==> src/rtl/niu_tx_arbiter.sv <==
// Packet-granular round-robin arbiter merging N_PORTS AXI-Stream requesters onto one
// TX stream, with the output driven from a 2-entry skid buffer.
module niu_tx_arbiter #(
   parameter int unsigned N_PORTS = 4,
   parameter int unsigned DATA_W  = 64,
   parameter int unsigned KEEP_W  = 8
) (
   input  logic                        clk156,
   input  logic                        aresetn,
   input  logic                        arb_en,
   input  logic [N_PORTS-1:0]          s_axis_tvalid,
   output logic [N_PORTS-1:0]          s_axis_tready,
   input  logic [N_PORTS*DATA_W-1:0]   s_axis_tdata,
   input  logic [N_PORTS*KEEP_W-1:0]   s_axis_tkeep,
   input  logic [N_PORTS-1:0]          s_axis_tlast,
   output logic                        m_axis_tvalid,
   input  logic                        m_axis_tready,
   output logic [DATA_W-1:0]           m_axis_tdata,
   output logic [KEEP_W-1:0]           m_axis_tkeep,
   output logic                        m_axis_tlast,
   output logic [N_PORTS-1:0]          grant,
   output logic [31:0]                 pkt_count
);

   localparam int unsigned IDX_W = (N_PORTS > 1) ? $clog2(N_PORTS) : 1;

   typedef enum logic {IDLE, XFER} state_t;

   typedef struct packed {
      logic [DATA_W-1:0] data;
      logic [KEEP_W-1:0] keep;
      logic              last;
   } beat_t;

   state_t             state_q, state_d;
   logic [IDX_W-1:0]   rr_ptr_q, rr_ptr_d;
   logic [IDX_W-1:0]   sel_q, sel_d;
   logic [N_PORTS-1:0] grant_q, grant_d;
   beat_t              head_q, head_d;
   beat_t              tail_q, tail_d;
   logic               head_v_q, head_v_d;
   logic               tail_v_q, tail_v_d;
   logic [31:0]        pkt_count_q, pkt_count_d;

   beat_t              in_beat;
   logic               in_valid;
   logic               push;
   logic               pop;
   logic               found;
   logic [IDX_W-1:0]   pick;
   int unsigned        cand;

   // Mux the granted port's beat.
   always_comb begin
      in_beat  = '0;
      in_valid = 1'b0;
      for (int unsigned i = 0; i < N_PORTS; i++) begin
         if (sel_q == IDX_W'(i)) begin
            in_beat.data = s_axis_tdata[i*DATA_W +: DATA_W];
            in_beat.keep = s_axis_tkeep[i*KEEP_W +: KEEP_W];
            in_beat.last = s_axis_tlast[i];
            in_valid     = s_axis_tvalid[i];
         end
      end
   end

   // Only the owner sees ready, and only while the skid has a free slot.
   always_comb begin
      s_axis_tready = '0;
      if (state_q == XFER && !tail_v_q) begin
         s_axis_tready = grant_q;
      end
   end

   assign push = (state_q == XFER) && in_valid && !tail_v_q;
   assign pop  = head_v_q && m_axis_tready;

   // Cyclic search for the first requester at or after rr_ptr.
   always_comb begin
      found = 1'b0;
      pick  = '0;
      cand  = 0;
      for (int unsigned k = 0; k < N_PORTS; k++) begin
         cand = 32'(rr_ptr_q) + k;
         if (cand >= N_PORTS) begin
            cand = cand - N_PORTS;
         end
         if (!found && s_axis_tvalid[IDX_W'(cand)]) begin
            found = 1'b1;
            pick  = IDX_W'(cand);
         end
      end
   end

   always_comb begin
      state_d  = state_q;
      rr_ptr_d = rr_ptr_q;
      sel_d    = sel_q;
      grant_d  = grant_q;
      case (state_q)
         IDLE: begin
            if (arb_en && found) begin
               state_d = XFER;
               sel_d   = pick;
               grant_d = N_PORTS'(1) << pick;
            end
         end
         XFER: begin
            if (push && in_beat.last) begin
               state_d  = IDLE;
               grant_d  = '0;
               rr_ptr_d = (sel_q == IDX_W'(N_PORTS - 1)) ? '0 : sel_q + IDX_W'(1);
            end
         end
         default: state_d = IDLE;
      endcase
   end

   // Skid buffer: head drives the output, tail absorbs one beat of backpressure.
   always_comb begin
      head_d      = head_q;
      tail_d      = tail_q;
      head_v_d    = head_v_q;
      tail_v_d    = tail_v_q;
      pkt_count_d = pkt_count_q + 32'(pop && head_q.last);
      case ({push, pop})
         2'b10: begin
            if (!head_v_q) begin
               head_d   = in_beat;
               head_v_d = 1'b1;
            end else begin
               tail_d   = in_beat;
               tail_v_d = 1'b1;
            end
         end
         2'b01: begin
            if (tail_v_q) begin
               head_d = tail_q;
            end
            head_v_d = tail_v_q;
            tail_v_d = 1'b0;
         end
         2'b11: begin
            head_d   = in_beat;
            head_v_d = 1'b1;
         end
         default: ;
      endcase
   end

   always_ff @(posedge clk156 or negedge aresetn) begin
      if (!aresetn) begin
         state_q     <= IDLE;
         rr_ptr_q    <= '0;
         sel_q       <= '0;
         grant_q     <= '0;
         head_q      <= '0;
         tail_q      <= '0;
         head_v_q    <= 1'b0;
         tail_v_q    <= 1'b0;
         pkt_count_q <= '0;
      end else begin
         state_q     <= state_d;
         rr_ptr_q    <= rr_ptr_d;
         sel_q       <= sel_d;
         grant_q     <= grant_d;
         head_q      <= head_d;
         tail_q      <= tail_d;
         head_v_q    <= head_v_d;
         tail_v_q    <= tail_v_d;
         pkt_count_q <= pkt_count_d;
      end
   end

   assign m_axis_tvalid = head_v_q;
   assign m_axis_tdata  = head_q.data;
   assign m_axis_tkeep  = head_q.keep;
   assign m_axis_tlast  = head_q.last;
   assign grant         = grant_q;
   assign pkt_count     = pkt_count_q;

endmodule

==> config.mk <==
export PLATFORM = sky130hd
export DESIGN_NAME = niu_tx_arbiter
export DESIGN_NICKNAME = d
export VERILOG_FILES = /design/src/rtl/niu_tx_arbiter.sv
export SDC_FILE = /design/constraint.sdc
export NUM_CORES = 1
export LEC_CHECK = 0
export CAP_MARGIN = 20
export CORE_ASPECT_RATIO = 0.9
export CORE_MARGIN = 4
export CORE_UTILIZATION = 40
export CTS_CLUSTER_DIAMETER = 100
export DETAILED_ROUTE_END_ITERATION = 8
export HOLD_SLACK_MARGIN = 0.15
export PLACE_DENSITY = 0.78
export SLEW_MARGIN = 0
export SYNTH_ARGS = -nofsm -noshare
export SYNTH_HDL_FRONTEND = slang
export SYNTH_SLANG_ARGS = --single-unit
==> constraint.sdc <==
create_clock -name clk156 -period 1.89 [get_ports clk156]
set_input_delay 0.378 -clock clk156 [delete_from_list [all_inputs] [get_ports clk156]]
set_output_delay 0.378 -clock clk156 [all_outputs]
set_load 0.02 [all_outputs]
# [After elaboration in Yosys (flattened, before gate mapping)]
# Index checks and enable logic that the tools add are counted.
[totals] reg_bits=189 output_inout_bits=114
[classes] addsub=9 n_lt_le_gt_ge=8 eq_ne=11 shifts=1 n_mux=42 bitwise_logic=1 reduce_logical=25
[op_table] op="$mux W73" n=6
[op_table] op="$pmux W73 S3" n=1
[op_table] op="$add A32 B1 Y32" n=1
[op_table] op="$mux W2" n=9
[op_table] op="$mux W1" n=15
[op_table] op="$lt A2 B3 Y1 const B" n=4
[op_table] op="$mux W4" n=3
[op_table] op="$logic_and A1 B1 Y1" n=10
[op_table] op="$reduce_and A2 Y1" n=5
[op_table] op="$ge A3 B3 Y1 const B" n=3
[op_table] op="$bmux W1 S2" n=4
[op_table] op="$eq A2 B2 Y1 const B" n=4
[op_table] op="$ne A2 B2 Y1 const B" n=4
[op_table] op="$pmux W4 S2" n=1
[op_table] op="$sub A2 B1 Y2 const B" n=4
[op_table] op="$add A2 B2 Y3 const B" n=2
[op_table] op="$pmux W1 S2" n=3
[op_table] op="$eq A2 B1 Y1 const B" n=2
[op_table] op="$logic_not A1 Y1" n=4
[op_table] op="$reduce_bool A2 Y1" n=2
[op_table] op="$shl A1 B2 Y4 const A" n=1
[op_table] op="$add A2 B1 Y3 const B" n=1
[op_table] op="$ge A2 B3 Y1 const B" n=1
[op_table] op="$reduce_and A3 Y1" n=1
[op_table] op="6 further kinds" n=6

# [Logic depth before layout (Yosys ltp)]
[logic_depth] word_depth=17 ltp_mapped=10

# [Least setup slack after synthesis]
# OpenSTA, ideal clock, no wires.
[synth_timing] path_type="reg-to-reg" from="register head_v_q (netlist: m_axis_tvalid)" to="register pkt_count_q[20] (netlist: pkt_count[20])" setup_ns=0.130 arrival_ns=2.002 setup_slack_ns=-0.242 stages_incl_launch_ff=8 path_cell_list="dfrtp_1 > and3_1 > ha_1 > ha_1 > nand3_1 > nor4_1 > nand4_1 > xnor2_1"
[synth_via] elab_chain_cells=3
[synth_rtl] item="start: declaration" line_no="41" rtl="logic head_v_q, head_v_d;"
[synth_rtl] item="start signal: assignment" line_no="169" rtl="head_v_q <= head_v_d;"
[synth_rtl] item="$logic_and A1 B1 Y1" line_no="76" rtl="assign pop = head_v_q && m_axis_tready;"
[synth_rtl] item="$logic_and A1 B1 Y1" line_no="125" rtl="pkt_count_d = pkt_count_q + 32'(pop && head_q.last);"
[synth_rtl] item="$add A32 B1 Y32" line_no="125"
[synth_rtl] item="named net pkt_count_d[20]" line_no="43" rtl="logic [31:0] pkt_count_q, pkt_count_d;"
[synth_rtl] item="end signal: assignment" line_no="171" rtl="pkt_count_q <= pkt_count_d;"
[synth_rtl] item="end: declaration" line_no="43"
# The timed path passes the listed nets, and every way through them passes these cells.
# A chain may end at the register's enable or synchronous reset.

# [Final worst setup path]
[layout_timing] from="register sel_q[0]" to="register head_q, in the netlist m_axis_tkeep[5]"
[layout_via] elab_chain_cells=10 elab_cells_between_ends=23
[layout_rtl] item="start: declaration" line_no="37" rtl="logic [IDX_W-1:0] sel_q, sel_d;"
[layout_rtl] item="start signal: assignment" line_no="165" rtl="sel_q <= sel_d;"
[layout_rtl] item="$logic_not A2 Y1" line_no="58" rtl="if (sel_q == IDX_W'(i)) begin"
[layout_rtl] item="$mux W1 (4 in a row)" line_no="58"
[layout_rtl] item="$logic_and A1 B1 Y1 (2 in a row)" line_no="75" rtl="assign push = (state_q == XFER) && in_valid && !tail_v_q;"
[layout_rtl] item="$eq A2 B1 Y1 or $eq A2 B2 Y1 (tied branches)" line_no="126" rtl="case ({push, pop})"
[layout_rtl] item="$ne A2 B2 Y1 (no line) or $reduce_bool A3 Y1 (tied branches)"
[layout_rtl] item="$reduce_and A3 Y1 (no line)"
[layout_rtl] item="end signal: assignment" line_no="157" rtl="head_q <= '0;"
[layout_rtl] item="end signal: assignment" line_no="167" rtl="head_q <= head_d;"
[layout_rtl] item="end: declaration" line_no="39" rtl="beat_t head_q, head_d;"
# Parallel ways exist; a longest one is shown, timed or not. The select of a mux whose other input is x is not followed.

==> results_dict.tcl <==
set metrics [dict create \
    globalRouteOverflowTotal 0 \
    fin_crit_sh_pct 117.3 \
    switching_share_pct 43.16 \
    synthAdderAreaFrac_pct 0.7345 \
    grt_max_degree 62 \
    min_period_ns 2.218 \
    synth.top_cells.by_area "dfrtp_1, a21oi_1, a221o_1" \
    yosysSeqAreaShare_pct 46.27 \
    drive_above_1_share_pct 23.69 \
    cp_data_arrival_time_ns 2.54 \
    drc 0 \
    grt_pass1_vias 10310 \
    power_leakage_nw 7.846 \
    seqCellArea_um2 4731 \
    synth_area_um2 10220 \
    first_pass_iters 7 \
    rsz0062_at_grt "true" \
    clock-skew-final_ns 0.01445 \
    synthCells 1166 \
    clock_latency_ns 0.43 \
    final_hold_viol_count 0 \
    placementRows 55 \
    final_cell_mix "clkdlybuf4s50_1, dfrtp_1, a21oi_1, o21ai_1, nand2_1" \
    via_per_inst 5.621 \
    io_pins 414 \
    min_path_type "in -> async" \
    syn-num-nets 1472 \
    status "complete, but fails checks" \
    slew_headroom_pct 69.06 \
    die_area_um2 28180 \
    max_clock_freq_ghz 0.4509 \
    synth_top_family_by_area "compound AO/OA/AOI/OAI gates" \
    clockBufferDepth 2 \
    fin_ws_ns -0.3279 \
    htreeDepth 4 \
    synth_compound_area_share_pct 28.90 \
    antenna_found_initial 1 \
    wl_um 42180 \
    gp_congestion 0.8580 \
    pwr_density_cell_nw_per_um2 1741 \
    post-synth-top-area-cell "dfrtp_1" \
    nFillCells 1836 \
    clock_tree.root_cell "clkbuf_16" \
    synth-edff-count 0 \
    synth_xor_area_share_pct 2.571 \
    wire_per_inst_um 21.07 \
    synth_top_area_share_pct 46.27 \
    p_clk_share_pct 11.6 \
    internal_power_mw 17.74 \
    multiInputGateArea_um2 5746 \
    rr_endpoint "m_axis_tkeep[5]$_DFFE_PN0P_" \
    cts_tree "done" \
    peakVddDrop_v 0.0008824 \
    violations "negative setup slack" \
    final_common_cell "clkdlybuf4s50_1" \
    io_buffers 413 \
    ys_types 48 \
    fp.dieW_um 176.5 \
    fp.dieH_um 159.7 \
    rr_startpoint "sel_q[0]$_DFFE_PN0P_" \
    postSynthRegisterBits 189 \
    avgSynthCellArea_um2 8.766 \
    r2r_setup_slack_ns -0.33 \
    worstSetupEndpointType "register" \
    cap_viol_max_count 0 \
    yosys.area_share.simple_pct 13.64 \
    synth.area.mux_share_pct 0.5264 \
    async_reset_ff_share_pct 100.0 \
    required_ns 2.21 \
    clk_pin_slew_ns 0.08 \
    nNetsFinal 1952 \
    grt_pass1_wl_um 55560 \
    slew_viol_final 0 \
    synthFlopType "dfrtp_1" \
    clock-sinks 189 \
    power_mw 31.21 \
    pwr-share-comb_pct 65.3 \
    tightest_slew_ns 0.4640 \
    reg2reg_depth 8 \
    core_area_um2 25190 \
    dp.final_hpwl_um 27030 \
    final_util_pct 71.18 \
    path_class "reg -> reg" \
    cp_max_fo 5 \
    ant_nets 0 \
    area_delta_synth_final_pct 75.39 \
    netSwitchingPower_mw 13.47 \
    setup_viol_count_final 158 \
    drt_iter0_drc 956 \
    vias 11250 \
    seqPwrFrac_pct 23.1 \
    cts_made_buffers 17 \
    grtUsageTotal_pct 24.52 \
    crit_path_start_kind "register" \
    yosysWarnings 0 \
    start_util_pct 40.58 \
]
==> registers in the layout, summed over array words and instances, names as in the netlist <==
register and cells:
tail_q 73, m_axis_tdata 64, pkt_count 32, m_axis_tkeep 8, grant 4, rr_ptr_q 2
sel_q 2, m_axis_tlast 1, m_axis_tvalid 1, state_q 1, tail_v_q 1
==> layer usage <==
layer / vias up / track usage, % / wire length, µm / part of all wire (%)
met3: 80 / 7.053 / 3653 / 8.7
met1: 5530 / 29.75 / 16110 / 38
met4: 0 / 7.173 / 1139 / 2.7
li1: 5114 / - / - / -
met5: - / 0 / 0 / 0
met2: 530 / 42.42 / 21280 / 50
==> critical path, cell delays in order, from the launching register on <==
cell	delay (ns)
dfrtp_2	0.47
ha_4	0.20
buf_12	0.13
buf_4	0.14
buf_4	0.15
a221o_1	0.35
a22oi_1	0.39
and2_4	0.24
o21ai_2	0.05
==> worst max-delay path by stage <==
stage                         startpoint                            to  slack, ns  depth (start not counted)
floorplan           sel_q[0]$_DFFE_PN0P_  m_axis_tdata[43]$_DFFE_PN0P_      -0.10                         10
detailed placement      s_axis_tvalid[0]        tail_q[20]$_DFFE_PN0P_      -0.47                          9
CTS                 sel_q[0]$_DFFE_PN0P_   m_axis_tkeep[6]$_DFFE_PN0P_      -0.25                          8
global route        sel_q[0]$_DFFE_PN0P_   m_axis_tdata[5]$_DFFE_PN0P_      -0.42                         10
global placement        s_axis_tvalid[0]        tail_q[37]$_DFFE_PN0P_      -0.38                          9
finish              sel_q[0]$_DFFE_PN0P_   m_axis_tkeep[5]$_DFFE_PN0P_      -0.33                          8
==> kinds of logic after synthesis <==
logic type	Yosys count
AO/OA/AOI/OAI	464
AND/OR/NAND/NOR	293
flip-flops	189
buffers and inverters	179
XOR/XNOR	30
adder cells (fa/ha/maj)	6
multiplexers	5
==> what timing repair did <==
| action | in CTS | in global routing |
|---|---|---|
| hold buffers | 1 | 0 |
| pin swaps | 8 | 31 |
| gates cloned | 4 | 31 |
| buffers inserted | 10 | 13 |
| endpoints found under the hold margin | 42 | 0 |
| endpoints found under the setup margin | 177 | 183 |
| gates resized for setup | 91 | 274 |
==> area by class of cell <==
cell class	count	share of cell area [%]
Antenna cell	1	0.01396
Clock buffer	20	2.603
Clock inverter	12	0.6840
Inverter	82	1.745
Multi-Input combinational cell	798	32.05
Sequential cell	189	26.39
Tap cell	342	2.387
Timing Repair Buffer	558	34.13
==> synthesized netlist by cell type (5+ instances only) <==
| library cell | count |
|---|---|
| dfrtp_1 | 189 |
| a21oi_1 | 153 |
| o21ai_1 | 113 |
| nand2_1 | 87 |
| nor2_1 | 84 |
| inv_1 | 82 |
| and2_1 | 77 |
| a22oi_1 | 73 |
| a221o_1 | 71 |
| clkbuf_1 | 56 |
| o21ai_0 | 35 |
| buf_2 | 31 |
| xnor2_1 | 21 |
| nand3_1 | 11 |
| nand4_1 | 10 |
| xor2_1 | 9 |
| ha_1 | 6 |
| buf_6 | 5 |
| nand2b_1 | 5 |
==> power groups by stage <==
stage / clock network (mW) / registers, mW / logic (mW)
2_1_floorplan: 0 / 7.65 / 8.74
3_3_place_gp: 0 / 6.77 / 15.3
3_5_place_dp: 0 / 6.84 / 15.8
4_1_cts: 3.65 / 6.81 / 16.5
5_1_grt: 3.83 / 7.40 / 21.8
6_report: 3.61 / 7.22 / 20.4
==> stage by stage <==
step	area, µm²	setup WS (ns)	TNS (ns)	cells	hold slack, ns
3_3_place_gp	15360	-0.3836	-57.03	1912	0.3575
4_1_cts	16340	-0.2501	-30.79	1959	0.4644
3_5_place_dp	15360	-0.4678	-64.90	1912	0.3582
6_report	17930	-0.3279	-36.94	2002	0.4581
5_1_grt	17930	-0.4202	-49.17	2002	0.4867
2_1_floorplan	10340	-0.1001	-5.993	1166	0.08241
No activity file was read; power rests on OpenSTA's default activity.
